<file path="config.mk">
export PLATFORM = sky130hd
export DESIGN_NAME = logic_unit_pipe_flat
export DESIGN_NICKNAME = d
export VERILOG_FILES = /design/src/rtl/logic_unit_pipe_if.sv /design/src/rtl/logic_unit_pipe.sv /design/src/flat_wrapper.sv
export SDC_FILE = /design/constraint.sdc
export NUM_CORES = 1
export LEC_CHECK = 0
export CAP_MARGIN = 10
export CORE_UTILIZATION = 50
export DETAILED_ROUTE_END_ITERATION = 12
export GPL_TIMING_DRIVEN = 1
export PLACE_DENSITY = 0.75
export SLEW_MARGIN = 20
export SYNTH_ARGS = -nofsm -noshare
export SYNTH_HDL_FRONTEND = slang
export SYNTH_SLANG_ARGS = --single-unit
</file>
<file path="constraint.sdc">
create_clock -name clk -period 6.4 [get_ports clk]
set_input_delay 0.64 -clock clk [delete_from_list [all_inputs] [get_ports clk]]
set_output_delay 0.64 -clock clk [all_outputs]
set_load 0.05 [all_outputs]
</file>
<file path="src/rtl/logic_unit_pipe_if.sv">
// Handshake bundle for logic_unit_pipe: operand side (in_*) and result side (out_*).
interface logic_unit_pipe_if #(
    parameter int WIDTH = 16
);
    logic             in_valid;
    logic             in_ready;
    logic [WIDTH-1:0] a;
    logic [WIDTH-1:0] b;
    logic [2:0]       op;
    logic             acc_mode;
    logic             acc_clr;
    logic             out_valid;
    logic             out_ready;
    logic [WIDTH-1:0] y;
    logic             zero;
    logic             ones;
    logic [15:0]      op_count;

    modport master (
        output in_valid, a, b, op, acc_mode, acc_clr, out_ready,
        input  in_ready, out_valid, y, zero, ones, op_count
    );

    modport slave (
        input  in_valid, a, b, op, acc_mode, acc_clr, out_ready,
        output in_ready, out_valid, y, zero, ones, op_count
    );
endinterface

</file>
<file path="src/rtl/logic_unit_pipe.sv">
// Registered bitwise logic unit with optional accumulator, feeding a 2-entry result FIFO
// whose entries carry their own zero/ones flags.
module logic_unit_pipe #(
    parameter int WIDTH  = 16,
    parameter bit ACC_EN = 1'b1
) (
    input logic clk,
    input logic rst_n,
    logic_unit_pipe_if.slave bus
);
    typedef struct packed {
        logic             zero;
        logic             ones;
        logic [WIDTH-1:0] res;
    } entry_t;

    entry_t           head_q, head_d;
    entry_t           tail_q, tail_d;
    entry_t           newEntry;
    logic [1:0]       count_q, count_d;
    logic [WIDTH-1:0] acc_q, acc_d;
    logic [15:0]      opCount_q, opCount_d;
    logic [WIDTH-1:0] aEff;
    logic [WIDTH-1:0] result;
    logic             inReady;
    logic             outValid;
    logic             accept;
    logic             drain;

    assign inReady  = (count_q != 2'd2);
    assign outValid = (count_q != 2'd0);
    assign accept   = bus.in_valid & inReady;
    assign drain    = bus.out_ready & outValid;

    assign bus.in_ready  = inReady;
    assign bus.out_valid = outValid;
    assign bus.y         = head_q.res;
    assign bus.zero      = head_q.zero;
    assign bus.ones      = head_q.ones;
    assign bus.op_count  = opCount_q;

    // A clear in the same cycle as an accumulate op makes that op see a zero accumulator.
    always_comb begin
        aEff = bus.a;
        if (ACC_EN && bus.acc_mode) begin
            aEff = bus.acc_clr ? '0 : acc_q;
        end
        case (bus.op)
            3'd0:    result = ~(aEff & bus.b);
            3'd1:    result = ~aEff;
            3'd2:    result = aEff & bus.b;
            3'd3:    result = aEff | bus.b;
            3'd4:    result = aEff ^ bus.b;
            3'd5:    result = ~(aEff | bus.b);
            3'd6:    result = ~(aEff ^ bus.b);
            default: result = bus.b;
        endcase
        newEntry.zero = (result == '0);
        newEntry.ones = &result;
        newEntry.res  = result;
    end

    always_comb begin
        head_d    = head_q;
        tail_d    = tail_q;
        count_d   = count_q + {1'b0, accept} - {1'b0, drain};
        opCount_d = opCount_q + 16'(accept);
        acc_d     = acc_q;
        if (drain && count_q == 2'd2) begin
            head_d = tail_q;
        end
        // New entry lands in the head slot whenever the FIFO is, or is about to be, empty.
        if (accept) begin
            if (count_q == 2'd0 || drain) begin
                head_d = newEntry;
            end else begin
                tail_d = newEntry;
            end
        end
        if (!ACC_EN || bus.acc_clr) begin
            acc_d = '0;
        end else if (accept && bus.acc_mode) begin
            acc_d = result;
        end
    end

    always_ff @(posedge clk or negedge rst_n) begin
        if (!rst_n) begin
            head_q    <= '0;
            tail_q    <= '0;
            count_q   <= 2'd0;
            acc_q     <= '0;
            opCount_q <= 16'd0;
        end else begin
            head_q    <= head_d;
            tail_q    <= tail_d;
            count_q   <= count_d;
            acc_q     <= acc_d;
            opCount_q <= opCount_d;
        end
    end
endmodule

</file>
<file path="src/flat_wrapper.sv">
// flat-port wrapper written by rule: the top's interface ports become plain ports
module logic_unit_pipe_flat 
#(
    parameter int WIDTH  = 16,
    parameter bit ACC_EN = 1'b1
)
  (clk, rst_n, bus_in_valid, bus_a, bus_b, bus_op, bus_acc_mode, bus_acc_clr, bus_out_ready, bus_in_ready, bus_out_valid, bus_y, bus_zero, bus_ones, bus_op_count);
  logic_unit_pipe_if #(.WIDTH(WIDTH)) bus_i ();
  input logic clk;
  input logic rst_n;
  input wire logic [$bits(bus_i.in_valid)-1:0] bus_in_valid;
  input wire logic [$bits(bus_i.a)-1:0] bus_a;
  input wire logic [$bits(bus_i.b)-1:0] bus_b;
  input wire logic [$bits(bus_i.op)-1:0] bus_op;
  input wire logic [$bits(bus_i.acc_mode)-1:0] bus_acc_mode;
  input wire logic [$bits(bus_i.acc_clr)-1:0] bus_acc_clr;
  input wire logic [$bits(bus_i.out_ready)-1:0] bus_out_ready;
  output wire logic [$bits(bus_i.in_ready)-1:0] bus_in_ready;
  output wire logic [$bits(bus_i.out_valid)-1:0] bus_out_valid;
  output wire logic [$bits(bus_i.y)-1:0] bus_y;
  output wire logic [$bits(bus_i.zero)-1:0] bus_zero;
  output wire logic [$bits(bus_i.ones)-1:0] bus_ones;
  output wire logic [$bits(bus_i.op_count)-1:0] bus_op_count;
  assign bus_i.in_valid = bus_in_valid;
  assign bus_i.a = bus_a;
  assign bus_i.b = bus_b;
  assign bus_i.op = bus_op;
  assign bus_i.acc_mode = bus_acc_mode;
  assign bus_i.acc_clr = bus_acc_clr;
  assign bus_i.out_ready = bus_out_ready;
  assign bus_in_ready = bus_i.in_ready;
  assign bus_out_valid = bus_i.out_valid;
  assign bus_y = bus_i.y;
  assign bus_zero = bus_i.zero;
  assign bus_ones = bus_i.ones;
  assign bus_op_count = bus_i.op_count;
  logic_unit_pipe #(.WIDTH(WIDTH), .ACC_EN(ACC_EN)) u_core (.clk(clk), .rst_n(rst_n), .bus(bus_i));
endmodule
</file>
==> run metrics <==
status complete, no violations; worst IR drop on VDD 0.222 mV; PortBufs 76; vias in the first global route 4006; WL final 12300 um; Via density 5.67; clk_skew 6.54 ps; crit path DAT 4200 ps; WL/cell 16.6 um; critical path required time 6680 ps; RSZ-0062 raised after global routing false; clk_lat worst skew 340 ps; grt ovf 0; H-tree Lvls 3; TNS Setup 0 ps; reg-to-reg critical path startpoint u_core.acc_q[0]; CP bufs+invs 2; WS Path Type in -> reg; total power 1.94 mW; post-synth top area share 0.359; Ys Warns 0; GP Congestion 0.903; first-pass GRT wire length 20000 um; gr usage total 0.256; DRC Markers 0; hold-fix buffer count after cts 0; placed insts 726; max incr delay on CP 760 ps; Yosys reg bits 70; Core ar. 9370 um^2; CP max stage cell clkdlybuf4s50_1; delay-heaviest family, CP simple AND/OR/NAND/NOR gates; synthesized instance count 547; Post-layout nets 685; crit path from bus_acc_clr; CP startpoint kind primary input; final setup vio count 0; clk sink count 70; Via Count 4208; Min-Delay Startpoint u_core.bus.op_count[15]; clock root buffer clkbuf_8; CTS tree built; Worst-path clk slew 80 ps; # IOs 77; endpoints failing hold 0; Slew HR 0.316; drt pass-1 iters 4; MaxCap Viol Count 0; post-route ant nets 0; fraction of layout cells with a size suffix above 1 0.108; post-DP HPWL 8820 um; Worst Hold Class reg -> reg; Seq pwr share 0.337; CTS buffer count 9; fin crit share 0.612; Worst Tran Pin Value 1020 ps; critical-path maximum fanout 19; largest net degree at the start of global routing 71; Mapped Nets 624; post-cts resize count 0; Critical Path Stages 12; Clk pwr share 0.208; Die Y 101 um; Die ar. 10200 um^2; Post CTS Setup Buffer Count 0; sw power 0.802 mW; Worst Reg-to-Reg Cells 11; Sw Ratio 0.413; PD cells 330 nW/um^2; Clock Path Buffers 2; Mapped Area 4890 um^2; Leakage 2.64 nW; power share of the combinational group 0.455; max-slew violation count 0; initial drt markers 271; top cells by area, synth dfrtp_1 36%, ha_1 9.2%, nand2_1 4.5%; Tmin final 3920 ps; Internal 1.14 mW; sequential fraction of the synthesis area 0.359; initial antenna violation count 0; CP endpoint kind flop; Syn Area/Cell 8.93 um^2; row count 35; final core area utilization 0.627; leading area contributor after synthesis dfrtp_1; CP cell instances clkdlybuf4s50_1 -> and2b_4 -> a22o_1 -> inv_1 -> ha_1 -> nor2b_1 -> nand3b_1 -> o211ai_1 -> o22ai_1 -> nand4_1 -> nor4_2 -> mux2_1; Fmax 255 MHz; final cell count without fillers 742; Initial Utilization 0.521; n_diodes 0; Netlist cell types 54; chip width 101 um; WHS Path Cells 1; Area Overhead vs Synth 20.3%
[synthesized netlist by cell type (all sizes together)]
library cell,instances
a21o,1
a221oi,1
or3,5
o22a,1
clkbuf,12
a2bb2oi,1
a211o,1
mux2,23
o221ai,2
o32ai,1
a21oi,30
nand2b,15
dfrtp,70
nand4,6
nand3b,12
a211oi,1
ha,36
nand2,59
and3,4
xor2,4
o211ai,10
and2b,1
buf,19
a22o,13
o2bb2ai,1
nor2b,29
xnor2,13
nand3,10
or2,3
a21boi,1
a22oi,1
o21ai,53
nor3,1
nor4,6
a221o,2
nor2,38
mux2i,3
and2,3
o22ai,15
inv,40
[worst reg2reg max path, delay by kind of cell, from the launching register on]
family	cells	cell delay [ps]
AO/OA/AOI/OAI	3	1050
AND/OR/NAND/NOR	4	590
flip-flops	1	350
adder cells (fa/ha/maj)	1	280
multiplexers	1	170
buffers and inverters	2	100
[power by group through the flow]
stage                     Combinational [mW]  Clock (mW)  Sequential [mW]
after global routing                   0.953       0.425            0.672
after detailed placement               0.883           0            0.663
after global placement                 0.864           0            0.658
final                                  0.883       0.404            0.654
after CTS                              0.886       0.407            0.655
after floorplan                        0.391           0            0.874
[placed cells by master, fill, tap and decap left out, types with 15 or more instances in the layout]
| cell | synthesis | layout |
|---|---|---|
| clkdlybuf4s50_1 | 0 | 75 |
| dfrtp_1 | 70 | 70 |
| nand2_1 | 59 | 59 |
| o21ai_0 | 43 | 43 |
| inv_1 | 38 | 38 |
| nor2_1 | 38 | 38 |
| ha_1 | 36 | 36 |
| nor2b_1 | 29 | 29 |
| a21oi_1 | 29 | 29 |
| mux2_2 | 19 | 19 |
| nand2b_1 | 15 | 15 |
[routing by layer]
layer	track usage	routed length (um)
met1	0.329	5440
met2	0.413	5670
met3	0.0458	637
met4	0.130	549
met5	0	0
[area by class of cell]
type | count | area [um^2]
Timing Repair Buffer | 81 | 793
Multi-Input combinational cell | 406 | 2800
Clock inverter | 5 | 81.3
Inverter | 40 | 150
Tap cell | 129 | 161
Fill cell | 826 | 3490
Clock buffer | 11 | 141
Sequential cell | 70 | 1750
[logic make-up after synthesis]
kind of cell	synth area share
xor+xnor	0.0305
simple gates	0.198
compound gates	0.192
buf+inv	0.0686
fa+ha+maj	0.0922
mux	0.0599
flops	0.359
[sequential cells by signal, indices dropped and copies added, names as in the netlist]
register	cells
u_core.bus.y	16
u_core.bus.op_count	16
u_core.bus.ones	1
u_core.acc_q	16
u_core.tail_q	18
u_core.bus.zero	1
u_core.count_q	2
[metrics by stage]
| stage | area [um^2] | worst slack (ps) | hold slack (ps) |
|---|---|---|---|
| finish | 5880 | 2480 | 472 |
| detailed placement | 5660 | 2140 | 466 |
| floorplan | 4890 | 3400 | 344 |
| global route | 5880 | 2200 | 491 |
| CTS | 5880 | 2500 | 477 |
| global placement | 5660 | 2240 | 457 |
[path summary, 6_finish.rpt]
path | endpoint | slack [ps]
min in group asynchronous | u_core.bus.y[7] | 500
min reg2reg | u_core.bus.op_count[15] | 470
max reg2reg | u_core.bus.zero | 3810
min | u_core.bus.op_count[15] | 470
max in group asynchronous | u_core.acc_q[1] | 5360
max | u_core.bus.zero | 2480
(Power assumes the default switching activity.)
